<file path="src/rtl/fabric_simple_initiator_pkg.sv">
// Shared types and constants for the simple fabric initiator:
// the FSM state encoding and the transaction-counter width.
package fabric_simple_pkg;

  typedef enum logic [1:0] {
    IDLE = 2'd0,
    REQ  = 2'd1,
    WAIT = 2'd2,
    RESP = 2'd3
  } fabric_init_state_t;

  localparam int TXN_CNT_W = 16;

  // Saturating increment so the counter sticks at all-ones.
  function automatic logic [TXN_CNT_W-1:0] sat_inc(input logic [TXN_CNT_W-1:0] v);
    return (v == '1) ? v : v + 1'b1;
  endfunction

endpackage

</file>
<file path="src/rtl/fabric_simple_initiator_if.sv">
// User command/response and fabric request/response signals of the initiator.
// The master modport is the initiator's view; slave is the surrounding environment.
interface fabric_simple_initiator_if #(
  parameter int WIDTH = 32
);

  logic             cmd_valid;
  logic             cmd_ready;
  logic             cmd_write;
  logic [WIDTH-1:0] cmd_wdata;
  logic             rsp_valid;
  logic             rsp_ready;
  logic [WIDTH-1:0] rsp_rdata;
  logic             rsp_err;
  logic             req_valid;
  logic             read_req;
  logic             write_req;
  logic [WIDTH-1:0] write_data;
  logic             resp_valid;
  logic [WIDTH-1:0] read_data;

  modport master (
    input  cmd_valid, cmd_write, cmd_wdata, rsp_ready, resp_valid, read_data,
    output cmd_ready, rsp_valid, rsp_rdata, rsp_err,
           req_valid, read_req, write_req, write_data
  );

  modport slave (
    output cmd_valid, cmd_write, cmd_wdata, rsp_ready, resp_valid, read_data,
    input  cmd_ready, rsp_valid, rsp_rdata, rsp_err,
           req_valid, read_req, write_req, write_data
  );

endinterface

</file>
<file path="src/rtl/fabric_simple_initiator_timer.sv">
// WAIT-state timeout counter; only present when FABRIC_INIT_TIMEOUT_EN is defined.
// Counts cycles while active and flags the last permitted WAIT cycle.
`ifdef FABRIC_INIT_TIMEOUT_EN
module fabric_init_timer #(
  parameter int TIMEOUT_CYCLES = 16
) (
  input  logic clk,
  input  logic rst,
  input  logic active,
  output logic expired
);

  localparam logic [15:0] LAST_CNT = 16'(TIMEOUT_CYCLES - 1);

  logic [15:0] count;

  // NOTE: the counter is held at zero whenever WAIT is not active, so entry
  // into WAIT always starts from zero without a separate clear strobe.
  always_ff @(posedge clk) begin
    if (rst || !active) begin
      count <= '0;
    end else if (count != 16'hFFFF) begin
      count <= count + 16'd1;
    end
  end

  assign expired = active && (count == LAST_CNT);

endmodule
`endif

</file>
<file path="src/rtl/fabric_simple_initiator.sv">
// Single-outstanding fabric initiator: user command -> fabric request -> user response.
// Define FABRIC_INIT_TIMEOUT_EN to add a WAIT-state timeout that returns rsp_err=1.
module fabric_simple_initiator
  import fabric_simple_pkg::*;
#(
  parameter int WIDTH          = 32,
  parameter int TIMEOUT_CYCLES = 16
) (
  input  logic                        clk,
  input  logic                        rst,
  fabric_simple_initiator_if.master   bus,
  output logic                        stray_resp,
  output logic [TXN_CNT_W-1:0]        txn_count
);

  fabric_init_state_t state;
  logic               is_write;
  logic               timeout_hit;

  assign bus.cmd_ready = (state == IDLE);

`ifdef FABRIC_INIT_TIMEOUT_EN
  fabric_init_timer #(
    .TIMEOUT_CYCLES(TIMEOUT_CYCLES)
  ) u_timer (
    .clk     (clk),
    .rst     (rst),
    .active  (state == WAIT),
    .expired (timeout_hit)
  );
`else
  // No timeout hardware; the parameter only matters when the timer exists.
  assign timeout_hit = 1'b0 & (TIMEOUT_CYCLES != 0);
`endif

  // NOTE: all state and registered outputs use non-blocking assignments so every
  // update in this block sees the pre-edge values, regardless of statement order.
  always_ff @(posedge clk) begin
    if (rst) begin
      state          <= IDLE;
      is_write       <= 1'b0;
      bus.rsp_valid  <= 1'b0;
      bus.rsp_rdata  <= '0;
      bus.rsp_err    <= 1'b0;
      bus.req_valid  <= 1'b0;
      bus.read_req   <= 1'b0;
      bus.write_req  <= 1'b0;
      bus.write_data <= '0;
      stray_resp     <= 1'b0;
      txn_count      <= '0;
    end else begin
      // Any fabric response outside WAIT is unsolicited and only flagged.
      if (bus.resp_valid && (state != WAIT)) begin
        stray_resp <= 1'b1;
      end

      case (state)
        IDLE: begin
          if (bus.cmd_valid) begin
            is_write       <= bus.cmd_write;
            bus.req_valid  <= 1'b1;
            bus.write_req  <= bus.cmd_write;
            bus.read_req   <= !bus.cmd_write;
            bus.write_data <= bus.cmd_wdata;
            state          <= REQ;
          end
        end

        REQ: begin
          bus.req_valid  <= 1'b0;
          bus.write_req  <= 1'b0;
          bus.read_req   <= 1'b0;
          bus.write_data <= '0;
          state          <= WAIT;
        end

        WAIT: begin
          // A response arriving on the expiry cycle takes precedence.
          if (bus.resp_valid) begin
            bus.rsp_rdata <= is_write ? {WIDTH{1'b0}} : bus.read_data;
            bus.rsp_err   <= 1'b0;
            bus.rsp_valid <= 1'b1;
            state         <= RESP;
          end else if (timeout_hit) begin
            bus.rsp_rdata <= {WIDTH{1'b0}};
            bus.rsp_err   <= 1'b1;
            bus.rsp_valid <= 1'b1;
            state         <= RESP;
          end
        end

        RESP: begin
          if (bus.rsp_ready) begin
            bus.rsp_valid <= 1'b0;
            txn_count     <= sat_inc(txn_count);
            state         <= IDLE;
          end
        end

        default: state <= IDLE;
      endcase
    end
  end

endmodule

</file>
<file path="src/flat_wrapper.sv">
// flat-port wrapper written by rule: the top's interface ports become plain ports
module fabric_simple_initiator_flat import fabric_simple_pkg::*;
#(
  parameter int WIDTH          = 32,
  parameter int TIMEOUT_CYCLES = 16
)
  (clk, rst, stray_resp, txn_count, bus_cmd_valid, bus_cmd_write, bus_cmd_wdata, bus_rsp_ready, bus_resp_valid, bus_read_data, bus_cmd_ready, bus_rsp_valid, bus_rsp_rdata, bus_rsp_err, bus_req_valid, bus_read_req, bus_write_req, bus_write_data);
  fabric_simple_initiator_if #(.WIDTH(WIDTH)) bus_i ();
  input  logic clk;
  input  logic rst;
  output logic stray_resp;
  output logic [TXN_CNT_W-1:0] txn_count;
  input wire logic [$bits(bus_i.cmd_valid)-1:0] bus_cmd_valid;
  input wire logic [$bits(bus_i.cmd_write)-1:0] bus_cmd_write;
  input wire logic [$bits(bus_i.cmd_wdata)-1:0] bus_cmd_wdata;
  input wire logic [$bits(bus_i.rsp_ready)-1:0] bus_rsp_ready;
  input wire logic [$bits(bus_i.resp_valid)-1:0] bus_resp_valid;
  input wire logic [$bits(bus_i.read_data)-1:0] bus_read_data;
  output wire logic [$bits(bus_i.cmd_ready)-1:0] bus_cmd_ready;
  output wire logic [$bits(bus_i.rsp_valid)-1:0] bus_rsp_valid;
  output wire logic [$bits(bus_i.rsp_rdata)-1:0] bus_rsp_rdata;
  output wire logic [$bits(bus_i.rsp_err)-1:0] bus_rsp_err;
  output wire logic [$bits(bus_i.req_valid)-1:0] bus_req_valid;
  output wire logic [$bits(bus_i.read_req)-1:0] bus_read_req;
  output wire logic [$bits(bus_i.write_req)-1:0] bus_write_req;
  output wire logic [$bits(bus_i.write_data)-1:0] bus_write_data;
  assign bus_i.cmd_valid = bus_cmd_valid;
  assign bus_i.cmd_write = bus_cmd_write;
  assign bus_i.cmd_wdata = bus_cmd_wdata;
  assign bus_i.rsp_ready = bus_rsp_ready;
  assign bus_i.resp_valid = bus_resp_valid;
  assign bus_i.read_data = bus_read_data;
  assign bus_cmd_ready = bus_i.cmd_ready;
  assign bus_rsp_valid = bus_i.rsp_valid;
  assign bus_rsp_rdata = bus_i.rsp_rdata;
  assign bus_rsp_err = bus_i.rsp_err;
  assign bus_req_valid = bus_i.req_valid;
  assign bus_read_req = bus_i.read_req;
  assign bus_write_req = bus_i.write_req;
  assign bus_write_data = bus_i.write_data;
  fabric_simple_initiator #(.WIDTH(WIDTH), .TIMEOUT_CYCLES(TIMEOUT_CYCLES)) u_core (.clk(clk), .rst(rst), .bus(bus_i), .stray_resp(stray_resp), .txn_count(txn_count));
endmodule
</file>
<file path="config.mk">
export PLATFORM = sky130hd
export DESIGN_NAME = fabric_simple_initiator_flat
export DESIGN_NICKNAME = d
export VERILOG_FILES = /design/src/rtl/fabric_simple_initiator_pkg.sv /design/src/rtl/fabric_simple_initiator_if.sv /design/src/rtl/fabric_simple_initiator_timer.sv /design/src/rtl/fabric_simple_initiator.sv /design/src/flat_wrapper.sv
export SDC_FILE = /design/constraint.sdc
export NUM_CORES = 1
export LEC_CHECK = 0
export ABC_CLOCK_PERIOD_IN_PS = 3150
export BUFFER_PORTS_ARGS = -buffer_cell sky130_fd_sc_hd__clkbuf_2
export CAP_MARGIN = 10
export CORE_MARGIN = 2
export CORE_UTILIZATION = 34
export DETAILED_ROUTE_END_ITERATION = 8
export PLACE_DENSITY = 0.7
export SLEW_MARGIN = 20
export SYNTH_ARGS = -nofsm -noshare
export SYNTH_HDL_FRONTEND = slang
export SYNTH_SLANG_ARGS = --single-unit
</file>
<file path="constraint.sdc">
create_clock -name clk -period 3.15 [get_ports clk]
set_input_delay 0.4725 -clock clk [delete_from_list [all_inputs] [get_ports clk]]
set_output_delay 0.4725 -clock clk [all_outputs]
set_load 0.01 [all_outputs]
</file>
==> qor.yml <==
status: "finished, final reports clean"
clockRootBuffer: "clkbuf_8"
initial_core_util: 0.347
cts.reportedPaths.clkPinSlew_ns: 0.08
register_area_um2: 1760
cts_buffer_depth: 2
fin_skew_ns: 0.00614
layout-drive-gt1-share: 0.348
powerDensity_nw_per_um2: 608
synth_fp_nets: 476
die_w_um: 106
antenna_cells: 0
avgSynthCellArea_um2: 8.81
ys_types: 36
worstSetupPathType: "flip-flop to flip-flop"
grt_pass1_vias: 3034
ctsHoldBuffers: 0
die_h_um: 106
fin_crit_ns: 2.20
fin_setup_tns_ns: 0
dp.cells: 666
hold_depth: 3
drtIter0Drc: 133
synth_flop_cell: "dfxtp_1"
dieArea_um2: 11200
rrSetupSlack_ns: 0.95
crit_fanout: 7
synthXorXnorAreaFrac: 0
synth-adder-area-share: 0.0177
grt_pass1_wl_um: 14000
clock_latency_ns: 0.35
place.port_buffers: 155
ys_ff_latch: 88
slew_viol_final: 0
vias_per_cell: 4.87
period_share: 0.699
setup-violations-final: 0
dp_hpwl_um: 6150
post_cts_buffers: 0
dr.pass1.iters: 4
synth-edff-count: 0
core_area_um2: 10200
fmax_mhz: 454
place_area_um2: 4410
gp_congestion: 0.813
slew-limit-headroom: 0.284
reg2reg_to: "u_core.txn_count[15]"
layout.nets: 617
grt_remaining_overflow: 0
tightest_slew_ns: 1.07
htreeDepth: 3
cts_buffers: 9
ant_nets: 0
final_common_cell: "clkbuf_2"
cp-start-kind: "flip-flop"
required_ns: 3.39
synth_mux_area_frac: 0.0372
synth_top_area_frac: 0.499
synth_top_family_by_area: "simple AND/OR/NAND/NOR gates"
syn_area_um2: 3530
postLayoutCellArea_um2: 4610
grt_start_max_net_pins: 65
r2r_cells: 5
hp-class: "input port to flip-flop"
rows: 37
cts_tree: "built"
drv_cap: 0
async_flop_share: 0
endpoint_kind: "flip-flop"
grt_usage: 0.155
ios: 157
syn2layout_area_growth_pct: 30.4
multiInputGateArea_um2: 1650
antenna_found_initial: 0
routedWlPerCell_um: 13.0
postCtsResizedCells: 0
worstHoldStart: "bus_cmd_wdata[31]"
routed_wl_um: 8850
num-fill-cells: 1012
instances_no_fill: 682
mostFrequentLayoutCells: "154 x clkbuf_2, 87 x dfxtp_1, 81 x nor2_1"
yosys.area.top_type: "dfxtp_1"
reg2reg_from: "u_core.state[1]"
ys_seq_area_frac: 0.499
yosys.area_share.simple: 0.248
min_to: "u_core.bus.write_data[31]"
vias: 3322
ir_drop_uv: 248
ys.warnings.count: 0
arrival_ns: 2.44
rsz0062_at_grt: "no"
synth_compound_gate_area_share: 0.158
cts_sinks: 88
hold_viol_final: 0
synth_cells: 401
p_leak_nw: 2.01
synth_area_leaders: "dfxtp_1 50%, nor2_1 8.7%, a22oi_1 7.0%"
drc: 0
[registers in the layout, summed over array words and instances, names as in the netlist, 2 cells and up]
signal,count
u_core.bus.rsp_rdata,32
u_core.bus.write_data,32
u_core.state,2
u_core.txn_count,16
[worst max path at each step]
stage                    startpoint                   end  cells after the start
floorplan           u_core.state[0]  u_core.txn_count[15]                      6
global placement    u_core.state[0]  u_core.txn_count[15]                      5
detailed placement  u_core.state[1]  u_core.txn_count[15]                      5
CTS                 u_core.state[1]  u_core.txn_count[15]                      5
global route        u_core.state[1]  u_core.txn_count[15]                      5
finish              u_core.state[1]  u_core.txn_count[15]                      5
[logic make-up (layout without fill, tap and decap cells)]
group / Yosys count / after routing
AND/OR/NAND/NOR: 169 / 169
AO/OA/AOI/OAI: 90 / 90
flip-flops: 88 / 88
buffers and inverters: 36 / 181
multiplexers: 12 / 12
adder cells (fa/ha/maj): 5 / 5
other: 1 / 1
[through the flow]
stage	power [mW]	utilization	hold slack [ns]	worst slack [ns]
after global placement	2.07	0.433	0.456	1.07
after floorplan	1.81	-	0.493	1.16
after CTS	2.80	0.450	0.346	0.947
after global routing	2.98	0.452	0.368	0.763
after detailed placement	2.10	0.433	0.463	0.978
final	2.80	0.452	0.372	0.948
[metal layers]
metal / part of all wire / GRT usage / vias to the layer above
met5: 0 / 0 / -
met4: 0.014 / 0.0742 / 0
met3: 0.066 / 0.0405 / 10
met2: 0.48 / 0.263 / 111
met1: 0.44 / 0.183 / 1512
li1: - / - / 1689
[worst max-delay path, cell delays in order (launching register included)]
cell	delay [ns]
dfxtp_1	0.39
ha_1	0.26
nand4_1	0.21
or4_1	0.58
nor4b_2	0.30
mux2_2	0.36
[layout make-up]
class | instances | area share
clock inverter | 3 | 0.00380
timing repair buffer | 159 | 0.179
inverter | 7 | 0.00570
sequential | 88 | 0.383
clock buffer | 12 | 0.0337
multi-input combinational | 277 | 0.358
tap | 136 | 0.0369
[Yosys cell counts, drive strengths merged (2+ instances only)]
| master | instances |
|---|---|
| nand2b | 2 |
| nand2 | 12 |
| clkbuf | 23 |
| mux2 | 9 |
| nor3b | 32 |
| o31ai | 4 |
| a21oi | 46 |
| nand3 | 7 |
| nor4 | 3 |
| a22oi | 33 |
| nor2b | 10 |
| mux2i | 3 |
| nor2 | 82 |
| dfxtp | 88 |
| nand4 | 5 |
| ha | 5 |
| inv | 7 |
| buf | 6 |
| or4 | 6 |
| nor3 | 4 |
| and3 | 2 |
| a31oi | 2 |
[power by group]
part / switching (mW) / internal, mW / leakage [nW]
sequential: 0.0933 / 1.24 / 0.715
clock: 0.376 / 0.323 / 0.0882
combinational: 0.438 / 0.327 / 1.20
total: 0.907 / 1.89 / 2.01
Note: power is estimated with default switching activity, not from simulation.
